--- src/rtl/pipeline_exec_ctrl.sv ---
// pipeline_exec_ctrl: debug run/step/halt controller that gates the pipeline enable and counts executed cycles
module pipeline_exec_ctrl #(
  parameter int CNT_WIDTH = 32
) (
  input  logic                 i_clk,
  input  logic                 i_reset,
  input  logic                 i_cmd_valid,
  input  logic [1:0]           i_cmd,
  output logic                 o_cmd_ready,
  input  logic                 i_halt,
  output logic                 o_enable,
  output logic [1:0]           o_state,
  output logic [CNT_WIDTH-1:0] o_cycle_cnt,
  output logic                 o_done
);
  typedef enum logic [1:0] {IDLE = 2'b00, RUN = 2'b01, STEP = 2'b10, HALTED = 2'b11} state_t;
  localparam logic [1:0] C_CLEAR = 2'b00;
  localparam logic [1:0] C_RUN   = 2'b01;
  localparam logic [1:0] C_STEP  = 2'b10;
  localparam logic [1:0] C_STOP  = 2'b11;
  state_t               state_q, state_d;
  logic [CNT_WIDTH-1:0] cnt_q, cnt_d;
  logic                 done_q, done_d;
  logic                 acc, clr;
  assign o_enable    = (state_q == RUN) || (state_q == STEP);
  assign o_cmd_ready = state_q != STEP;
  assign o_state     = state_q;
  assign o_cycle_cnt = cnt_q;
  assign o_done      = done_q;
  assign acc         = i_cmd_valid && o_cmd_ready;
  assign clr         = acc && i_cmd == C_CLEAR && (state_q == IDLE || state_q == HALTED);
  // next state: halt outranks STOP in RUN; halt is only seen while enabled
  always_comb begin
    state_d = state_q;
    case (state_q)
      IDLE:    state_d = (acc && i_cmd == C_RUN) ? RUN : (acc && i_cmd == C_STEP) ? STEP : IDLE;
      RUN:     state_d = i_halt ? HALTED : (acc && i_cmd == C_STOP) ? IDLE : RUN;
      STEP:    state_d = i_halt ? HALTED : IDLE;
      HALTED:  state_d = (acc && i_cmd == C_CLEAR) ? IDLE : HALTED;
      default: state_d = IDLE;
    endcase
  end
  // saturating enabled-cycle counter and one-cycle done pulse on HALTED entry
  always_comb begin
    cnt_d  = clr ? '0 : (o_enable && cnt_q != '1) ? cnt_q + CNT_WIDTH'(1) : cnt_q;
    done_d = state_d == HALTED && state_q != HALTED;
  end
  // state registers with asynchronous clear
  always_ff @(posedge i_clk or posedge i_reset) begin
    if (i_reset) begin
      state_q <= IDLE;
      cnt_q   <= '0;
      done_q  <= 1'b0;
    end else begin
      state_q <= state_d;
      cnt_q   <= cnt_d;
      done_q  <= done_d;
    end
  end
endmodule
--- config.mk ---
export PLATFORM = sky130hd
export DESIGN_NAME = pipeline_exec_ctrl
export DESIGN_NICKNAME = d
export VERILOG_FILES = /design/src/rtl/pipeline_exec_ctrl.sv
export SDC_FILE = /design/constraint.sdc
export NUM_CORES = 1
export LEC_CHECK = 0
export BUFFER_PORTS_ARGS = -buffer_cell sky130_fd_sc_hd__buf_4
export CORE_UTILIZATION = 55
export CTS_CLUSTER_SIZE = 30
export DETAILED_ROUTE_END_ITERATION = 10
export HOLD_SLACK_MARGIN = 0.15
export PLACE_DENSITY_LB_ADDON = 0.08
export SETUP_SLACK_MARGIN = 0.2
export SLEW_MARGIN = 20
export SYNTH_ARGS = -nofsm -noshare
export SYNTH_HDL_FRONTEND = slang
export SYNTH_SLANG_ARGS = --single-unit
--- constraint.sdc ---
create_clock -name i_clk -period 3.11 [get_ports i_clk]
set_clock_uncertainty 0.2 [all_clocks]
set_input_delay 0.7775 -clock i_clk [delete_from_list [all_inputs] [get_ports i_clk]]
set_output_delay 0.7775 -clock i_clk [all_outputs]
set_load 0.03 [all_outputs]
==> out/qor.csv, run 1 <==
stage;metric;value;unit
outcome;outcome;finished, final reports clean;
detailed_routing;# DRC;0;
die;die width;65.2;microns
pwr;part of the power in registers;33.0;%
layout;commonest non-fill, non-tap cell in the layout;buf_4;
layout;# fillers;315;
pwr;NetSw;0.994;mW
layout;share of cells above drive strength 1;25.7;%
layout;Ant. Diodes;0;
grt;Tot GR Track Use;28.6;%
detailed_routing;DR vias/cell;6.40;
logic_synthesis;average cell area after synthesis;9.41;sq um
detailed_routing;vias;2098;
layout;Core Util, Final;70.6;%
detailed_routing;Post-DRT Antenna Nets;0;
timing;post-route worst setup slack;0.528;ns
logic_synthesis;Cell Area, Synth;0.00219;sq mm
die;full die area;0.00424;sq mm
pwr;net switching fraction of the power;48.6;%
pwr;Logic pwr share;50.6;%
detailed_routing;Initial DRT Pass Iterations;4;
logic_synthesis;Yosys warning count;0;
logic_synthesis;Synth Register Bits;35;
grt;number of global-route vias before repair;1952;
placement;DP Worst Slack;0.386;ns
die;Ports;43;
pwr;maximum vdd drop;0.983;mV
grt;pin count of the biggest net entering global routing;36;
layout;Total Nets Final;291;
clocking;PostCTS Resize Cnt;0;
grt;first-pass GRT wire length;9.23;mm
logic_synthesis;post-synth cell types;53;
layout;Final Non-Filler Cells;328;
logic_synthesis;syn nets;244;
timing;Final Cycle Share;83.0;%
timing;crit path time final;2.58;ns
hold_path;Min-Delay Path Class;reg -> reg;
die;Die Ht;65.2;microns
timing;final-report max-slew violation count;0;
die;CORE AREA;0.00374;sq mm
worst_setup_path;CP startpoint kind;flop;
clocking;CTS Hold Bufs;0;
placement;gp weighted congestion;0.808;
timing;pin slew with the least headroom to its limit;1.04;ns
logic_synthesis;Seq/Total Area, Yosys;39.9;%
worst_setup_path;CP Class;reg -> reg;
logic_synthesis;Post-Syn Instances;233;
clocking;H-tree lvl count;2;
grt;initial antenna violation count;0;
clocking;CTS tree;done;
timing;# setup viols final;0;
clocking;CTS Buffer Depth;2;
timing;post-route setup TNS;0;ns
timing;f_max;387;MHz
pwr;power per cell area;774;mW/mm^2
placement;port bufs;42;
placement;Cells after DPL;321;
grt;Congestion Overflow GR;0;
worst_setup_path;Critical Path AT;2.56;ns
pwr;clock share of power;16.3;%
clocking;CTS sink cnt;35;
run;Max-Cap Viols;0;
clocking;total CTS buffers;5;
worst_setup_path;Worst EP required;3.09;ns
logic_synthesis;async set-reset flop share out of synthesis;100;%
logic_synthesis;ys flop type;dfrtp_1;
detailed_routing;wire length per cell;16.7;microns
pwr;Pleak;1.31;nW
timing;Slew headroom;30.1;%
clocking;Root Buffer;clkbuf_8;
die;Cell Rows;22;
worst_setup_path;Crit. End Element;flop;
detailed_routing;Detailed Route WL;5.46;mm
layout;commonest non-fill, non-tap cells in the layout;51 x buf_4, 35 x dfrtp_1, 21 x nand2_1, 19 x nand3_1, 15 x nor3_1;
clocking;Worst-Skew Late Latency;0.29;ns
pwr;internal power;1.05;mW
timing;RSZ-0062 raised after global routing;no;
detailed_routing;DRT iter0 DRCs;259;
clocking;clock-pin slew reported for the worst setup and hold paths after clock tree synthesis;0.07;ns
clocking;Post-CTS Setup Repair Bufs;0;
layout;synthesis-to-finish area growth;20.5;%
timing;final hold vios;0;
logic_synthesis;EDFF count, synth;0;
worst_setup_path;Max Fanout on Critical Path;8;
die;Starting Density;58.6;%
placement;post-DP HPWL;3.86;mm
-- logic make-up after synthesis --
group	Yosys count	synth area share, %
flops	35	39.9
compound gates	59	21.2
xor+xnor	2	0.799
fa+ha+maj	5	2.85
simple gates	114	30.3
buf+inv	18	4.91
-- power groups by stage --
| stage | Combinational, mW | Clock [mW] | Sequential [mW] |
|---|---|---|---|
| 4_1_cts | 1.03 | 0.339 | 0.676 |
| 2_1_floorplan | 0.567 | 0 | 0.823 |
| 3_5_place_dp | 1.03 | 0 | 0.683 |
| 6_report | 1.04 | 0.334 | 0.675 |
| 5_1_grt | 1.11 | 0.366 | 0.695 |
| 3_3_place_gp | 1.02 | 0 | 0.683 |
-- worst paths after layout --
| kind | start | endpoint | slack, ns | depth (start not counted) |
|---|---|---|---|---|
| max | o_cycle_cnt[18]$_DFFE_PP0P_ | o_cycle_cnt[18]$_DFFE_PP0P_ | 0.53 | 6 |
| min | o_cycle_cnt[30]$_DFFE_PP0P_ | o_cycle_cnt[30]$_DFFE_PP0P_ | 0.33 | 1 |
| min reg2reg | o_cycle_cnt[30]$_DFFE_PP0P_ | o_cycle_cnt[30]$_DFFE_PP0P_ | 0.33 | 1 |
| min in group asynchronous | i_reset | o_cycle_cnt[1]$_DFFE_PP0P_ | 0.39 | 3 |
| max reg2reg | o_cycle_cnt[18]$_DFFE_PP0P_ | o_cycle_cnt[18]$_DFFE_PP0P_ | 0.53 | 6 |
| max in group asynchronous | i_reset | o_cycle_cnt[8]$_DFFE_PP0P_ | 2.00 | 3 |
-- layout make-up --
class                      instances  area (sq um)  share of cell area (%)
clock buffer                       6          82.6                    3.13
clock inverter                     1          5.00                   0.189
inverter                           7          26.3                   0.994
multi-input combinational        180          1210                    45.8
sequential                        35           876                    33.1
tap                               48          60.1                    2.27
timing repair buffer              51           383                    14.5
-- Yosys cell counts (2+ instances only) --
cell | number | share of area, %
a21o_1 | 4 | 1.4
and3_1 | 14 | 4.0
dfrtp_1 | 35 | 40
a31o_2 | 2 | 0.80
buf_6 | 2 | 1.0
xnor2_1 | 2 | 0.80
a21oi_1 | 9 | 2.1
o211ai_1 | 4 | 1.4
or4_1 | 2 | 0.68
buf_2 | 2 | 0.46
nor3b_1 | 2 | 0.68
nor4_1 | 3 | 0.86
o32ai_1 | 2 | 0.80
o31ai_1 | 5 | 1.7
buf_4 | 2 | 0.68
nand4_1 | 9 | 2.6
clkbuf_1 | 4 | 0.68
a22o_1 | 2 | 0.80
nand3_1 | 19 | 4.3
nand2_1 | 21 | 3.6
and4_1 | 2 | 0.80
o21ai_0 | 3 | 0.68
or2_2 | 2 | 0.57
a31oi_1 | 3 | 0.86
a211o_1 | 10 | 4.0
nor3_1 | 15 | 3.4
nor2b_1 | 2 | 0.57
inv_1 | 7 | 1.2
nor2_1 | 10 | 1.7
ha_1 | 5 | 2.9
o311ai_0 | 7 | 2.8
-- routing by layer --
metal	global-route usage [%]	up-vias	wire length (microns)
li1	-	1007	-
met1	38.6	1029	2570
met2	45.2	48	2570
met3	5.56	14	214
met4	11.4	0	114
met5	0	-	0
-- stage by stage --
stage               instance area (sq um)  power, mW  hold slack [ns]
floorplan                            2190       1.39            0.494
global placement                     2550       1.70            0.336
detailed placement                   2550       1.71            0.326
CTS                                  2640       2.05            0.340
global route                         2640       2.17            0.382
finish                               2640       2.04            0.334
-- sequential cells by signal, summed over array words and instances, names as in the netlist --
signal,flops
o_cycle_cnt,32
o_state,2
o_done,1
-- worst max-delay path: stages (launching register included) --
cell	delay (ns)
dfrtp_1	0.46
nand4_1	0.25
or4_4	0.60
o31ai_4	0.40
buf_4	0.25
nor3_1	0.07
a211o_1	0.24
Power figures use the tool's default switching activity.
==> run 2, diff against run 1 <==
--- a/config.mk
+++ b/config.mk
@@ -5,8 +5,9 @@
 export SDC_FILE = /design/constraint.sdc
 export NUM_CORES = 1
 export LEC_CHECK = 0
+export ABC_AREA = 1
 export BUFFER_PORTS_ARGS = -buffer_cell sky130_fd_sc_hd__buf_4
-export CORE_UTILIZATION = 55
+export CORE_UTILIZATION = 56
 export CTS_CLUSTER_SIZE = 30
 export DETAILED_ROUTE_END_ITERATION = 10
 export HOLD_SLACK_MARGIN = 0.15
==> constraint.sdc (replaced) <==
create_clock -name i_clk -period 2.4 [get_ports i_clk]
set_clock_uncertainty 0.2 [all_clocks]
set_input_delay 0.6 -clock i_clk [delete_from_list [all_inputs] [get_ports i_clk]]
set_output_delay 0.6 -clock i_clk [all_outputs]
set_load 0.03 [all_outputs]
==> out/qor.csv, run 2 <==
stage;metric;value;unit
outcome;outcome;finished, final reports clean;
worst_setup_path;CP Class;reg -> out;
logic_synthesis;Synth area leaders;dfrtp_1 37%, nand2_1 17%, nand3_1 13%, nor2_1 6.6%, inv_1 5.8%;
detailed_routing;wire length per cell;13.2;microns
layout;Final Non-Filler Cells;442;
worst_setup_path;CP startpoint kind;flop;
layout;Total Nets Final;402;
grt;Congestion Overflow GR;0;
logic_synthesis;top cells by count, synth;104 x nand2_1, 63 x nand3_1, 41 x nor2_1, 36 x inv_1, 35 x dfrtp_1;
die;Die Ht;66.7;microns
logic_synthesis;ys flop type;dfrtp_1;
layout;Ant. Diodes;0;
logic_synthesis;Yosys top cell by area;dfrtp_1;
logic_synthesis;Yosys warning count;0;
layout;synthesis-to-finish area growth;20.6;%
hold_path;Min-Delay Path Class;reg -> reg;
die;Cell Rows;23;
grt;first-pass GRT wire length;9.46;mm
clocking;clock-pin slew reported for the worst setup and hold paths after clock tree synthesis;0.07;ns
placement;Cells after DPL;433;
timing;post-route setup TNS;0;ns
logic_synthesis;syn nets;355;
timing;RSZ-0062 raised after global routing;no;
clocking;Post-CTS Setup Repair Bufs;0;
timing;final hold vios;0;
clocking;H-tree lvl count;2;
layout;commonest non-fill, non-tap cells in the layout;104 x nand2_1, 63 x nand3_1, 47 x buf_4, 41 x nor2_1, 36 x inv_1;
placement;Placed Area;0.00272;sq mm
detailed_routing;DRT iter0 DRCs;174;
clocking;CTS tree;done;
placement;gp weighted congestion;0.889;
logic_synthesis;Synth Register Bits;35;
worst_setup_path;Critical Path AT;1.32;ns
worst_setup_path;Buf+Inv Stages, Crit Path;2;
grt;Tot GR Track Use;28.4;%
die;full die area;0.00445;sq mm
logic_synthesis;post-synth cell types;23;
die;Starting Density;58.7;%
layout;Largest register FFs;32;
pwr;NetSw;1.59;mW
clocking;total CTS buffers;5;
die;CORE AREA;0.00400;sq mm
pwr;net switching fraction of the power;48.5;%
grt;pin count of the biggest net entering global routing;33;
worst_setup_path;Max stage delay on crit path;0.40;ns
pwr;internal power;1.69;mW
layout;commonest non-fill, non-tap cell in the layout;nand2_1;
logic_synthesis;EDFF count, synth;0;
die;die width;66.7;microns
run;Max-Cap Viols;0;
clocking;Root Buffer;clkbuf_8;
timing;f_max;471;MHz
detailed_routing;Detailed Route WL;5.82;mm
logic_synthesis;async set-reset flop share out of synthesis;100;%
logic_synthesis;average cell area after synthesis;6.82;sq um
logic_synthesis;Post-Syn Instances;344;
detailed_routing;# DRC;0;
pwr;Pleak;1.38;nW
layout;Core Util, Final;70.8;%
worst_setup_path;top cell family by delay on the critical path;flip-flops;
detailed_routing;Initial DRT Pass Iterations;4;
clocking;Worst-Skew Late Latency;0.29;ns
grt;number of global-route vias before repair;2090;
grt;initial antenna violation count;0;
logic_synthesis;most common cell in the synthesized netlist;nand2_1;
worst_setup_path;Crit. End Element;primary output;
timing;Slew headroom;64.1;%
worst_setup_path;Max Fanout on Critical Path;4;
clocking;CTS Buffer Depth;2;
logic_synthesis;Cell Area, Synth;0.00235;sq mm
worst_setup_path;CP max-delay cell;dfrtp_1;
logic_synthesis;share of the synthesized area in the top cell type;37.3;%
detailed_routing;vias;2367;
detailed_routing;DR vias/cell;5.36;
timing;Final Cycle Share;88.5;%
placement;port bufs;42;
clocking;CTS sink cnt;35;
layout;share of cells above drive strength 1;16.8;%
timing;pin slew with the least headroom to its limit;0.537;ns
worst_setup_path;Worst EP required;1.60;ns
logic_synthesis;Seq/Total Area, Yosys;37.3;%
worst_setup_path;Reg2Reg Setup Slack;0.44;ns
pwr;maximum vdd drop;0.789;mV
pwr;clock share of power;14.6;%
pwr;part of the power in registers;37.8;%
worst_setup_path;crit path cell chain;inv_1, ha_1, buf_4;
detailed_routing;Post-DRT Antenna Nets;0;
die;Ports;43;
timing;final-report max-slew violation count;0;
timing;crit path time final;2.12;ns
pwr;power per cell area;1160;mW/mm^2
placement;post-DP HPWL;4.32;mm
timing;# setup viols final;0;
pwr;Logic pwr share;47.7;%
layout;Finished Cell Area;0.00283;sq mm
run 2: cell count changes in the layout (fill, tap and decap cells not counted), moves of 7 or more:
| cell | change |
|---|---|
| nand2_1 | +83 |
| nand3_1 | +44 |
| nor2_1 | +31 |
| inv_1 | +29 |
| nor3_1 | -15 |
| o21ai_0 | +15 |
| and3_1 | -14 |
| a211o_1 | -10 |
| a21oi_1 | -9 |
| xor2_1 | +9 |
| o311ai_0 | -7 |
run 2: cell families after synthesis:
family | share of synthesized area [%]
fa+ha+maj | 2.67
buf+inv | 8.00
flops | 37.3
simple gates | 41.4
xor+xnor | 5.60
compound gates | 5.06
run 2: power groups by stage:
stage / Sequential (mW) / Clock [mW] / Combinational [mW]
detailed placement: 1.24 / 0 / 1.57
finish: 1.24 / 0.478 / 1.57
global placement: 1.23 / 0 / 1.53
CTS: 1.23 / 0.490 / 1.57
floorplan: 1.64 / 0 / 0.554
global route: 1.28 / 0.513 / 1.70
run 2: routing by layer:
metal	vias up	track usage, %	wire length, microns
met2	80	45.6	2760
met4	0	13.0	96
met5	-	0	0
met1	1087	37.7	2560
met3	9	3.60	398
li1	1191	-	-
run 2: worst reg2reg max path, cell delays in order (launching register included):
cell,delay (ns)
dfrtp_1,0.45
nand2_1,0.10
nor2_1,0.28
nand2_1,0.08
nor2_1,0.43
nand2_1,0.10
nand2_1,0.09
nand2_1,0.04
o21ai_0,0.12
run 2: path summary, 6_finish.rpt:
check / startpoint / endpoint / cells past startpoint
worst max-delay path: o_state[0]$_DFF_PP0_ / o_enable / 3
worst min register to register: o_cycle_cnt[0]$_DFFE_PP0P_ / o_cycle_cnt[0]$_DFFE_PP0P_ / 1
max in group asynchronous: i_reset / o_cycle_cnt[12]$_DFFE_PP0P_ / 4
worst max register to register: o_cycle_cnt[12]$_DFFE_PP0P_ / o_cycle_cnt[21]$_DFFE_PP0P_ / 8
min in group asynchronous: i_reset / o_cycle_cnt[9]$_DFFE_PP0P_ / 3
worst min-delay path: o_cycle_cnt[0]$_DFFE_PP0P_ / o_cycle_cnt[0]$_DFFE_PP0P_ / 1
run 2: final cells by class:
type                       instances  area (sq um)
multi-input combinational        264          1280
fill                             342          1170
sequential                        35           876
timing repair buffer              49           374
inverter                          36           135
clock buffer                       8           100
tap                               50          62.6
run 2: metrics by stage:
stage               setup slack (ns)  hold slack [ns]  total power, mW
floorplan                      0.270            0.511             2.20
global placement               0.467            0.352             2.76
detailed placement             0.402            0.374             2.81
CTS                            0.264            0.390             3.30
global route                   0.215            0.400             3.50
finish                         0.275            0.386             3.29
run 2: timing repair:
item                                    4_1_cts  5_1_grt
endpoints found under the hold margin        11        0
hold buffers                                  1        0
endpoints found under the setup margin        0        4
gates resized for setup                       0        1
